$ cat src/rtl/instr_fetch_port.sv
// -----------------------------------------------------------------------------
// instr_fetch_port
//   Instruction-side memory port between the PC/fetch stage and the
//   instruction memory. On a control-FSM request it reads the word at pc_cur
//   over a valid/ready request channel. It then waits a variable number of
//   cycles for the response and loads the instruction register. It reports
//   completion with fetch_done. It reports misalignment, out-of-range or
//   timeout with fetch_fault and fault_cause.
//
// Ports
//   clk              in   1   clock, rising edge
//   reset            in   1   synchronous active-high reset
//   cfsm__fetch_req  in   1   fetch request, honoured only while idle
//   pc_cur           in   32  address to fetch, sampled with the accepted request
//   imem_req_valid   out  1   read request valid
//   imem_req_ready   in   1   memory accepts the request
//   imem_req_addr    out  32  registered copy of the accepted pc_cur
//   imem_rsp_valid   in   1   read data valid
//   imem_rsp_data    in   32  read data
//   instr            out  32  instruction register
//   instr_pc         out  32  PC of the instruction held in instr
//   fetch_done       out  1   one-cycle pulse, instr/instr_pc were updated
//   fetch_fault      out  1   one-cycle pulse, fetch aborted
//   fault_cause      out  2   0 none, 1 misaligned, 2 out-of-range, 3 timeout
//   busy             out  1   a fetch is in progress
// -----------------------------------------------------------------------------
module instr_fetch_port #(
  parameter int unsigned IMEM_BYTES = 4096,
  parameter int unsigned TIMEOUT    = 64,
  parameter logic [31:0] NOP_INSTR  = 32'h0000_0013
) (
  input  logic        clk,
  input  logic        reset,
  input  logic        cfsm__fetch_req,
  input  logic [31:0] pc_cur,
  output logic        imem_req_valid,
  input  logic        imem_req_ready,
  output logic [31:0] imem_req_addr,
  input  logic        imem_rsp_valid,
  input  logic [31:0] imem_rsp_data,
  output logic [31:0] instr,
  output logic [31:0] instr_pc,
  output logic        fetch_done,
  output logic        fetch_fault,
  output logic [1:0]  fault_cause,
  output logic        busy
);

  localparam logic [31:0] LAST_ADDR = 32'(IMEM_BYTES - 32'd4);
  localparam logic [7:0]  TO_LAST   = 8'(TIMEOUT - 32'd1);

  localparam logic [1:0] CAUSE_NONE  = 2'd0;
  localparam logic [1:0] CAUSE_ALIGN = 2'd1;
  localparam logic [1:0] CAUSE_RANGE = 2'd2;
  localparam logic [1:0] CAUSE_TMO   = 2'd3;

  typedef enum logic [2:0] {
    ST_IDLE  = 3'd0,
    ST_REQ   = 3'd1,
    ST_WAIT  = 3'd2,
    ST_DONE  = 3'd3,
    ST_FAULT = 3'd4
  } state_t;

  state_t      state_q, state_d;
  logic [31:0] addr_q, addr_d;
  logic [31:0] instr_q, instr_d;
  logic [31:0] instr_pc_q, instr_pc_d;
  logic [1:0]  cause_q, cause_d;
  logic [7:0]  cnt_q, cnt_d;
  logic        req_valid_q, req_valid_d;
  logic        busy_q, busy_d;
  logic        done_q, done_d;
  logic        fault_q, fault_d;

  // Next-state and next-output logic.
  always_comb begin
    state_d    = state_q;
    addr_d     = addr_q;
    instr_d    = instr_q;
    instr_pc_d = instr_pc_q;
    cause_d    = cause_q;
    cnt_d      = cnt_q;

    case (state_q)
      ST_IDLE: begin
        if (cfsm__fetch_req) begin
          addr_d  = pc_cur;
          cause_d = CAUSE_NONE;
          // Misalignment is checked first so it wins over the range check.
          if (pc_cur[1:0] != 2'd0) begin
            state_d = ST_FAULT;
            cause_d = CAUSE_ALIGN;
          end else if (pc_cur > LAST_ADDR) begin
            state_d = ST_FAULT;
            cause_d = CAUSE_RANGE;
          end else begin
            state_d = ST_REQ;
          end
        end else begin
          state_d = ST_IDLE;
        end
      end
      ST_REQ: begin
        if (imem_req_ready) begin
          state_d = ST_WAIT;
          cnt_d   = 8'd0;
        end else begin
          state_d = ST_REQ;
        end
      end
      ST_WAIT: begin
        cnt_d = cnt_q + 8'd1;
        // A response in the last allowed cycle still beats the timeout.
        if (imem_rsp_valid) begin
          instr_d    = imem_rsp_data;
          instr_pc_d = addr_q;
          state_d    = ST_DONE;
        end else if (cnt_q == TO_LAST) begin
          state_d = ST_FAULT;
          cause_d = CAUSE_TMO;
        end else begin
          state_d = ST_WAIT;
        end
      end
      ST_DONE:  state_d = ST_IDLE;
      ST_FAULT: state_d = ST_IDLE;
      default:  state_d = ST_IDLE;
    endcase

    // Outputs are registered: valid/busy follow the next state, while the
    // pulses fire in the cycle after DONE/FAULT is occupied.
    req_valid_d = (state_d == ST_REQ);
    busy_d      = (state_d != ST_IDLE);
    done_d      = (state_q == ST_DONE);
    fault_d     = (state_q == ST_FAULT);
  end

  // State and output registers with synchronous reset.
  always_ff @(posedge clk) begin
    if (reset) begin
      state_q     <= ST_IDLE;
      addr_q      <= 32'd0;
      instr_q     <= NOP_INSTR;
      instr_pc_q  <= 32'd0;
      cause_q     <= CAUSE_NONE;
      cnt_q       <= 8'd0;
      req_valid_q <= 1'b0;
      busy_q      <= 1'b0;
      done_q      <= 1'b0;
      fault_q     <= 1'b0;
    end else begin
      state_q     <= state_d;
      addr_q      <= addr_d;
      instr_q     <= instr_d;
      instr_pc_q  <= instr_pc_d;
      cause_q     <= cause_d;
      cnt_q       <= cnt_d;
      req_valid_q <= req_valid_d;
      busy_q      <= busy_d;
      done_q      <= done_d;
      fault_q     <= fault_d;
    end
  end

  assign imem_req_valid = req_valid_q;
  assign imem_req_addr  = addr_q;
  assign instr          = instr_q;
  assign instr_pc       = instr_pc_q;
  assign fetch_done     = done_q;
  assign fetch_fault    = fault_q;
  assign fault_cause    = cause_q;
  assign busy           = busy_q;

endmodule

$ cat config.mk
export PLATFORM = sky130hd
export DESIGN_NAME = instr_fetch_port
export DESIGN_NICKNAME = d
export VERILOG_FILES = /design/src/rtl/instr_fetch_port.sv
export SDC_FILE = /design/constraint.sdc
export NUM_CORES = 1
export LEC_CHECK = 0
export BUFFER_PORTS_ARGS = -buffer_cell sky130_fd_sc_hd__buf_2
export CAP_MARGIN = 20
export CORE_ASPECT_RATIO = 1.1
export CORE_UTILIZATION = 30
export CTS_BUF_LIST = sky130_fd_sc_hd__clkbuf_4 sky130_fd_sc_hd__clkbuf_8 sky130_fd_sc_hd__clkbuf_16
export DETAILED_ROUTE_END_ITERATION = 7
export PLACE_DENSITY = 0.61
export SYNTH_ARGS = -nofsm -noshare
export SYNTH_HDL_FRONTEND = slang
export SYNTH_SLANG_ARGS = --single-unit
$ cat constraint.sdc
create_clock -name clk -period 2.5 [get_ports clk]
set_input_delay 0.125 -clock clk [delete_from_list [all_inputs] [get_ports clk]]
set_output_delay 0.125 -clock clk [all_outputs]
set_load 0.03 [all_outputs]
==> flow_metrics.py <==
metrics = {
    "timing": {
        "tightest_slew_ns": 0.588,
        "maxSlewHeadroom_pct": 60.8,
        "period_minus_slack_ns": 1.98,
        "fin_skew_ns": 0.00486,
        "rsz0062_at_grt": "false",
        "final.period_utilization_pct": 79.3,
        "setup_viol_count_final": 0,
        "slew_violations": 0,
        "final-hold-violation-count": 0,
        "fin_tns_setup_ns": 0,
        "holdWs_ns": 0.0161,
        "timing.fmax_mhz": 504,
    },
    "setup_path": {
        "crit_arrival_ns": 2.30,
        "slowest_stage": "or3b_2",
        "cpPeakStageDelay_ns": 0.60,
        "end_kind": "register",
        "start_kind": "register",
        "crit_fanout": 10,
        "crit_type": "register to register",
        "cp.required_ns": 2.81,
        "crit_chain": "or3b_2 > nor4_1 > nor2_1 > o32ai_1",
    },
    "placed_design": {
        "placed_cell_area_sq_um": 5130,
        "port_buffers": 170,
        "dp_cells": 836,
        "routabilityCongestion": 0.777,
        "dp_hpwl_um": 8110,
    },
    "clock_tree": {
        "clk_root_buffer_cell": "clkbuf_16",
        "post_cts_buffers": 0,
        "insertion_delay_ns": 0.41,
        "clock_path_buffers": 2,
        "cts_tree": "done",
        "h-tree-depth": 4,
        "cts.sinks": 113,
        "cts_buffers": 17,
        "clk_pin_slew_worst_paths_ns": 0.06,
    },
    "hold_path": {
        "min_path_type": "input port to register",
    },
    "final_layout": {
        "layout.nets": 804,
        "diodes": 0,
        "drive_above_1_share_pct": 29.0,
        "area_growth_pct": 54.8,
        "final_common_cell": "nand2_1",
        "utilization_pct": 48.0,
        "final_cell_mix": "nand2_1, buf_2, dfxtp_1",
        "stdcell_count": 931,
        "post-route-cell-area_sq_um": 6360,
    },
    "routing": {
        "dr_total_vias": 4361,
        "dr.pass1.iters": 4,
        "drt-total-wl_um": 12500,
        "drc": 0,
        "drt-initial-drc-count": 291,
        "ant_nets": 0,
        "wl_per_cell_um": 13.4,
        "avgViaCountPerCell": 4.68,
    },
    "floorplanning": {
        "die_area_sq_um": 14200,
        "ios": 171,
        "fp.dieW_um": 114,
        "start_util_pct": 31.0,
        "row_count": 44,
        "die_y_um": 125,
        "coreArea_sq_um": 13300,
    },
    "outcome": {
        "status": "complete, no violations",
    },
    "logic_synthesis": {
        "synth_top_area_share_pct": 55.0,
        "synth_flop_cell": "dfxtp_1",
        "synth_area_leaders": "dfxtp_1, nand2_1, a21oi_1",
        "seq_area_frac_synth_pct": 55.0,
        "syn-num-nets": 581,
        "syn_area_per_cell_sq_um": 8.05,
        "ys_async_sr_fraction_pct": 0,
        "synthCells": 511,
        "yosysWarnings": 0,
        "synth_seq_cells": 113,
        "synthDistinctLibCells": 40,
        "syn_area_sq_um": 4110,
        "synth_edf_count": 0,
        "yosys.area.top_type": "dfxtp_1",
    },
    "global_route": {
        "grt_max_degree": 59,
        "antenna_found_initial": 0,
        "overflow": 0,
        "grt_pass1_vias": 4253,
        "track_usage_pct": 18.0,
        "grt_pass1_wl_um": 20000,
    },
    "power_and_ir_drop": {
        "ir_worst_vdd_v": 0.000342,
        "power.density_nw_per_um2": 734,
        "p_leak_uw": 0.00272,
    },
    "flow_run": {
        "cap_violations": 0,
    },
}
==> layer usage <==
metal  part of all wire [%]  global-route usage, %
met4                    1.9                   7.66
met2                     50                   32.2
met5                  0.040                      0
met1                     41                   19.0
met3                    6.5                   5.99
==> state kept, by name, indices dropped and copies added, names as in the netlist, 2 cells and up <==
| register | count |
|---|---|
| instr | 32 |
| fault_cause | 2 |
| state_q | 3 |
| imem_req_addr | 32 |
| instr_pc | 32 |
| cnt_q | 8 |
==> through the flow <==
step,setup WS (ns),total power (uW)
2_1_floorplan,0.639,2060
6_report,0.517,4670
3_3_place_gp,0.581,2180
4_1_cts,0.523,4730
5_1_grt,0.343,4840
3_5_place_dp,0.538,2190
==> cells in the mapped netlist (2+ instances only) <==
master	n
nand2_1	199
dfxtp_1	113
a21oi_1	96
clkbuf_1	25
nor2_1	14
nor4_1	7
nor3_1	6
buf_1	5
nand3b_1	4
o21ai_0	4
a311oi_1	3
buf_2	3
nand3_1	3
and2_1	2
buf_6	2
==> logic make-up after synthesis <==
family                   after synthesis  synth area share [%]
AND/OR/NAND/NOR                      250                  26.2
buffers and inverters                 36                  3.83
adder cells (fa/ha/maj)                1                 0.304
flip-flops                           113                  55.0
AO/OA/AOI/OAI                        110                  14.5
XOR/XNOR                               1                 0.213
==> repair_timing <==
| item | CTS | global route |
|---|---|---|
| resized for setup | 0 | 0 |
| hold buffers | 63 | 0 |
| hold endpoints to repair | 63 | 0 |
==> path summary, 6_finish.rpt <==
| kind | from | cells after the start | endpoint | slack (ns) |
|---|---|---|---|---|
| setup / recovery | state_q[1]$_SDFF_PP0_ | 4 | fault_cause[1]$_SDFFE_PP0P_ | 0.52 |
| hold / removal | pc_cur[30] | 3 | imem_req_addr[30]$_SDFFE_PP0P_ | 0.02 |
| setup reg to reg | state_q[1]$_SDFF_PP0_ | 4 | fault_cause[1]$_SDFFE_PP0P_ | 0.52 |
| hold reg to reg | instr_pc[13]$_SDFFE_PP0P_ | 2 | instr_pc[13]$_SDFFE_PP0P_ | 0.45 |
==> layout make-up <==
| class | count | area [sq um] |
|---|---|---|
| Clock inverter | 13 | 160 |
| Timing Repair Buffer | 240 | 1560 |
| Clock buffer | 19 | 447 |
| Multi-Input combinational cell | 362 | 1700 |
| Sequential cell | 113 | 2260 |
| Tap cell | 184 | 230 |
| Fill cell | 1272 | 6900 |
==> power breakdown <==
part           switching (uW)  internal (uW)
Sequential               26.3           1840
Clock                     845           1600
Combinational             202            158
==> worst max-delay path: cells and delay by family, from the launching register on <==
family / cells / cell delay (ns)
AO/OA/AOI/OAI: 1 / 0.21
flip-flops: 1 / 0.52
AND/OR/NAND/NOR: 3 / 1.16
Power figures use the tool's default switching activity.
